`src/rtl/lii_pkg.sv`:
```
// Shared types, widths and helpers for the LII credit egress slice.
// Imported by the credit counter and the egress top.
package lii_pkg;

    localparam int LII_DW     = 256;
    localparam int LII_KW     = LII_DW / 8;
    localparam int LII_SRC_W  = 8;
    localparam int LII_DST_W  = 8;
    localparam int LII_TYPE_W = 2;

    localparam int TW = LII_DW + 2 * LII_KW + 1
                      + LII_SRC_W + LII_DST_W + LII_TYPE_W;

    typedef enum logic [1:0] {
        LII_REQ = 2'd0,
        LII_RSP = 2'd1,
        LII_EVT = 2'd2,
        LII_CFG = 2'd3
    } lii_type_e;

    typedef enum logic [1:0] {
        ST_RUN       = 2'd0,
        ST_STOP_PEND = 2'd1,
        ST_DRAIN     = 2'd2,
        ST_STOPPED   = 2'd3
    } egr_state_e;

    function automatic int clog2(input int v);
        int r;
        r = 0;
        for (int i = 0; i < 31; i++)
            if ((1 << i) < v)
                r = i + 1;
        return r;
    endfunction

endpackage

```
`src/rtl/lii_credit_counter.sv`:
```
// Saturating up/down credit counter with a sticky overflow flag.
// full_nxt reports whether the counter will be full after this cycle.
module lii_credit_counter
    import lii_pkg::*;
#(
    parameter int CREDITS = 4,
    parameter int CW      = clog2(CREDITS + 1)
) (
    input  logic          clk,
    input  logic          rst,
    input  logic          dec,
    input  logic          inc,
    output logic [CW-1:0] cnt,
    output logic          ovf,
    output logic          full_nxt
);

    localparam logic [CW-1:0] MAX = CW'(CREDITS);

    logic [CW-1:0] cnt_nxt;
    logic          ovf_set;

    // next count: take/return cancel, return at full saturates
    always_comb begin
        cnt_nxt = cnt;
        ovf_set = 1'b0;
        unique case (1'b1)
            inc && !dec: begin
                if (cnt == MAX)
                    ovf_set = 1'b1;
                else
                    cnt_nxt = cnt + 1'b1;
            end
            dec && !inc: cnt_nxt = cnt - 1'b1;
            default: ;
        endcase
    end

    assign full_nxt = (cnt_nxt == MAX);

    // count and sticky overflow registers
    always_ff @(posedge clk or posedge rst) begin
        if (rst) begin
            cnt <= MAX;
            ovf <= 1'b0;
        end else begin
            cnt <= cnt_nxt;
            if (ovf_set)
                ovf <= 1'b1;
        end
    end

endmodule

```
`src/rtl/lii_credit_egress.sv`:
```
// Credit-flow-controlled egress stage: LII stream in, registered link out,
// packet tracking and a graceful flush that stops at a packet boundary.
module lii_credit_egress
    import lii_pkg::*;
#(
    parameter int DW      = 256,
    parameter int SRC_W   = 8,
    parameter int DST_W   = 8,
    parameter int TYPE_W  = 2,
    parameter int CREDITS = 4,
    parameter int CNT_W   = 16
) (
    input  logic                           clk,
    input  logic                           rst,
    input  logic [DW-1:0]                  s_data,
    input  logic [DW/8-1:0]                s_keep,
    input  logic [DW/8-1:0]                s_strb,
    input  logic                           s_last,
    input  logic [SRC_W-1:0]               s_src,
    input  logic [DST_W-1:0]               s_dst,
    input  logic [TYPE_W-1:0]              s_type,
    input  logic                           s_valid,
    output logic                           s_ready,
    output logic [DW-1:0]                  l_data,
    output logic [DW/8-1:0]                l_keep,
    output logic [DW/8-1:0]                l_strb,
    output logic                           l_last,
    output logic [SRC_W-1:0]               l_src,
    output logic [DST_W-1:0]               l_dst,
    output logic [TYPE_W-1:0]              l_type,
    output logic                           l_valid,
    input  logic                           l_credit,
    input  logic                           flush_req,
    output logic                           flush_done,
    output logic [clog2(CREDITS+1)-1:0]    credit_cnt,
    output logic                           in_pkt,
    output logic [CNT_W-1:0]               pkt_cnt,
    output logic                           err_credit_ovf
);

    localparam int CW = clog2(CREDITS + 1);

    egr_state_e state, state_nxt;
    logic       accept_en;
    logic       acc;
    logic       in_pkt_nxt;
    logic       full_nxt;

    assign s_ready    = (credit_cnt != '0) & accept_en;
    assign acc        = s_valid & s_ready;
    assign in_pkt_nxt = acc ? ~s_last : in_pkt;

    lii_credit_counter #(
        .CREDITS (CREDITS),
        .CW      (CW)
    ) u_credit (
        .clk      (clk),
        .rst      (rst),
        .dec      (acc),
        .inc      (l_credit),
        .cnt      (credit_cnt),
        .ovf      (err_credit_ovf),
        .full_nxt (full_nxt)
    );

    // flush FSM: next state and acceptance enable
    always_comb begin
        state_nxt = state;
        accept_en = 1'b0;
        unique case (state)
            ST_RUN: begin
                accept_en = 1'b1;
                if (flush_req)
                    state_nxt = in_pkt_nxt ? ST_STOP_PEND : ST_DRAIN;
            end
            ST_STOP_PEND: begin
                accept_en = in_pkt;
                if (!in_pkt_nxt)
                    state_nxt = ST_DRAIN;
            end
            ST_DRAIN: begin
                if (full_nxt)
                    state_nxt = ST_STOPPED;
            end
            ST_STOPPED: begin
                if (!flush_req)
                    state_nxt = ST_RUN;
            end
            default: state_nxt = ST_RUN;
        endcase
    end

    // state register; flush_done is high exactly while STOPPED
    always_ff @(posedge clk or posedge rst) begin
        if (rst) begin
            state      <= ST_RUN;
            flush_done <= 1'b0;
        end else begin
            state      <= state_nxt;
            flush_done <= (state_nxt == ST_STOPPED);
        end
    end

    // packet boundary tracking and completed-packet count
    always_ff @(posedge clk or posedge rst) begin
        if (rst) begin
            in_pkt  <= 1'b0;
            pkt_cnt <= '0;
        end else begin
            in_pkt <= in_pkt_nxt;
            if (acc && s_last)
                pkt_cnt <= pkt_cnt + 1'b1;
        end
    end

    // link register: one l_valid pulse per accepted beat
    always_ff @(posedge clk or posedge rst) begin
        if (rst) begin
            l_valid <= 1'b0;
            l_data  <= '0;
            l_keep  <= '0;
            l_strb  <= '0;
            l_last  <= 1'b0;
            l_src   <= '0;
            l_dst   <= '0;
            l_type  <= '0;
        end else begin
            l_valid <= acc;
            if (acc) begin
                l_data <= s_data;
                l_keep <= s_keep;
                l_strb <= s_strb;
                l_last <= s_last;
                l_src  <= s_src;
                l_dst  <= s_dst;
                l_type <= s_type;
            end
        end
    end

endmodule
```
`config.mk`:
```
export PLATFORM = sky130hd
export DESIGN_NAME = lii_credit_egress
export DESIGN_NICKNAME = d
export VERILOG_FILES = /design/src/rtl/lii_pkg.sv /design/src/rtl/lii_credit_counter.sv /design/src/rtl/lii_credit_egress.sv
export SDC_FILE = /design/constraint.sdc
export NUM_CORES = 1
export LEC_CHECK = 0
export ABC_CLOCK_PERIOD_IN_PS = 15300
export BUFFER_PORTS_ARGS = -buffer_cell sky130_fd_sc_hd__clkbuf_2
export CAP_MARGIN = 10
export CORE_AREA = 8 8 268 270
export CTS_CLUSTER_DIAMETER = 50
export DETAILED_ROUTE_END_ITERATION = 8
export DIE_AREA = 0 0 276 278
export HOLD_SLACK_MARGIN = 0.05
export MAX_ROUTING_LAYER = met4
export PLACE_DENSITY = 0.39
export SYNTH_ARGS = -nofsm -noshare
export SYNTH_HDL_FRONTEND = slang
export SYNTH_SLANG_ARGS = --single-unit
```
`constraint.sdc`:
```
create_clock -name clk -period 15.3 [get_ports clk]
set_input_delay 0.765 -clock clk [delete_from_list [all_inputs] [get_ports clk]]
set_output_delay 0.765 -clock clk [all_outputs]
set_load 0.02 [all_outputs]
```
==> impl_metrics.csv <==
group,metric,value,unit
critical_path,regToRegStartpoint,"u_credit.cnt[0]",
floorplan,dieHeight,278,um
drt,drcViolationCount,0,
critical_path,criticalPathCategory,"reg2reg",
grt,grt_max_degree,185,
clocking,cts_root_buffer,"clkbuf_16",
clocking,cts_resized,0,
sta,finalSetupViolCount,0,
critical_path,worstPathRequired,15810,ps
sta,grt_setup_unrepaired,"false",
layout,final_common_cell,"nand2_1",
power,seqPwrFrac,33.4,%
power,swShare,42.3,%
logic_synthesis,yosysWarningCount,0,
sta,worst_slew_pin_slew,1080,ps
clocking,cts_tree,"yes",
critical_path,critPathCaptureType,"flop",
logic_synthesis,synth_edf_count,0,
power,p_per_area,240,mW/mm^2
placement,port_buffers,706,
sta,slew_violations,0,
sta,tns,0,ps
clocking,cts_buffers,57,
layout,layout.nets,2607,
layout,synthToLayoutAreaGrowth,42.9,%
drt,wl_per_cell,17.9,um
logic_synthesis,synth.distinct_cells,42,
logic_synthesis,syn_nets,1911,
placement,placed_cell_area,0.0184,mm^2
grt,grt_pass1_wl,85300,um
clocking,clock_sinks,364,
critical_path,worstPathArrival,4680,ps
clocking,clock_latency,580,ps
logic_synthesis,yosysTopAreaCellShare,63.7,%
clocking,cts_max_level,2,
worst_hold_path,hold_class,"in2async",
logic_synthesis,async_flop_share,100,%
layout,regArea,0.00911,mm^2
layout,final_area,0.0204,mm^2
critical_path,reg2reg_depth,9,
logic_synthesis,yosysSeqAreaShare,63.9,%
critical_path,ff2ff_setup_slack,11130,ps
power,p_leak,0.0118,uW
grt,gr-total-overflow,0,
drt,dr.first_iter.drc_count,650,
logic_synthesis,synth_ff_type,"dfrtp_1",
drt,routed_wl,57200,um
drt,first_pass_iters,5,
logic_synthesis,avgSynthCellArea,9.13,um^2
drt,vias_per_cell,3.94,
critical_path,start_kind,"flop",
power,switchingPower,2070,uW
sta,max_slew_margin,28.1,%
power,pwr-share-comb,38.8,%
critical_path,critPathMaxFanout,99,
clocking,cts_setup_buffers,0,
logic_synthesis,synthTopCellsByArea,"dfrtp_1 (64%), nand2_1 (27%), buf_6 (3.0%), buf_2 (1.4%), xor2_1 (0.55%)",
sta,skew,13.5,ps
sta,fmax,240,MHz
drt,ant_nets,0,
floorplan,num_rows,96,
clocking,cts_buffer_depth,3,
logic_synthesis,mappedNetlistArea,0.0143,mm^2
power,vdd_drop_max,0.112,mV
logic_synthesis,syn_inst,1561,
floorplan,core,0.0677,mm^2
logic_synthesis,yosys.area.top_type,"dfrtp_1",
placement,gp_congestion,0.788,
sta,fin_crit_sh,27.2,%
floorplan,die_area,0.0767,mm^2
sta,layout_min_cycle_time,4170,ps
grt,grt.total_usage,14.7,%
drt,vias,12600,
clocking,holdBufCountCts,0,
placement,hpwl,42700,um
logic_synthesis,ys_ff_latch,364,
power,clkPwrFrac,27.7,%
flow_run,drv_cap,0,
grt,antenna_found_initial,7,
clocking,clk_pin_slew,60,ps
run_status,outcome,"finished clean",
layout,fillCellCount,7312,
critical_path,timing.rr.end,"l_data[96]",
layout,layout_common_cells,"nand2_1 (1026), clkbuf_2 (706), dfrtp_1 (363), clkbuf_16 (58)",
layout,drive_above_1_share,35.6,%
floorplan,ios,707,
sta,finalHoldViolations,0,
grt,first_global_vias,13200,
layout,multi_input_area,0.00447,mm^2
power,internal-power,2820,uW
floorplan,start_util,21.0,%
floorplan,die_width,276,um
-- metal layers --
layer | global-route usage [%] | vias to the layer above | routed length (um)
li1 | - | 6152 | -
met1 | 16.1 | 5878 | 22600
met2 | 25.0 | 465 | 28400
met3 | 5.59 | 74 | 4900
met4 | 3.85 | 0 | 1280
met5 | - | - | 0
-- stage by stage --
stage | setup slack [ps] | cells | total power (uW) | util, % | hold WS, ps
2_1_floorplan | 4430 | 1561 | 2850 | - | 536
3_3_place_gp | 10790 | 3080 | 3570 | 27.1 | 457
3_5_place_dp | 10740 | 3080 | 3590 | 27.1 | 458
4_1_cts | 11080 | 3184 | 4990 | 30.0 | 304
5_1_grt | 10700 | 3190 | 5230 | 30.1 | 329
6_report | 11130 | 3190 | 4890 | 30.1 | 276
-- cell families (layout without fill, tap and decap cells) --
logic type,count (synthesis),count (layout),share of synthesized area [%]
XOR/XNOR,15,15,0.922
buffers and inverters,89,830,4.76
other,0,6,0
multiplexers,3,3,0.228
flip-flops,364,364,63.9
AO/OA/AOI/OAI,18,18,0.860
AND/OR/NAND/NOR,1066,1066,28.8
adder cells (fa/ha/maj),6,6,0.527
-- how the worst max path moves through the flow --
stage                          from          end  slack (ps)  cells past startpoint
floorplan                       rst   flush_done        4430                      1
global placement            s_valid  l_data[100]       10790                      8
detailed placement          s_valid  l_data[134]       10740                      8
CTS                 u_credit.cnt[0]   l_data[96]       11080                      9
global route        u_credit.cnt[0]  l_data[108]       10700                      9
finish              u_credit.cnt[0]   l_data[96]       11130                      9
-- power by group through the flow --
stage / clock (uW) / combinational (uW) / sequential (uW)
6_report: 1360 / 1900 / 1630
4_1_cts: 1400 / 1950 / 1640
3_3_place_gp: 0 / 1940 / 1640
3_5_place_dp: 0 / 1950 / 1640
2_1_floorplan: 0 / 705 / 2140
5_1_grt: 1440 / 2100 / 1690
-- worst max-delay path, stage by stage, from the launching register on --
cell,delay [ps]
dfrtp_1,410
inv_1,90
ha_1,250
nand2b_1,270
and3_4,290
buf_4,630
buf_4,810
buf_4,940
nand2_1,140
nand2_1,100
-- flip-flops by register name (all words and copies together), names as in the netlist --
register and flops:
l_src 8, state 2, flush_done 1, l_last 1, l_valid 1, u_credit.cnt 3
l_type 2, l_keep 32, u_credit.ovf 1, in_pkt 1, l_data 256, l_strb 32
l_dst 8, pkt_cnt 16
-- cell usage after synthesis, types with 4 or more instances --
master / instances
inv_1: 9
buf_2: 39
ha_1: 6
o21ai_0: 4
nor3_1: 5
nor2_1: 7
nand3_1: 6
nand2_1: 1026
buf_6: 38
xnor2_1: 6
dfrtp_1: 363
xor2_1: 9
-- area by class of cell --
type,instances,area share (%)
Clock inverter,33,2.25
Tap cell,882,5.42
Antenna cell,6,0.0737
Timing Repair Buffer,716,17.7
Multi-Input combinational cell,1108,22.0
Clock buffer,71,7.56
Inverter,10,0.283
Sequential cell,364,44.7
Power figures use the tool's default switching activity.
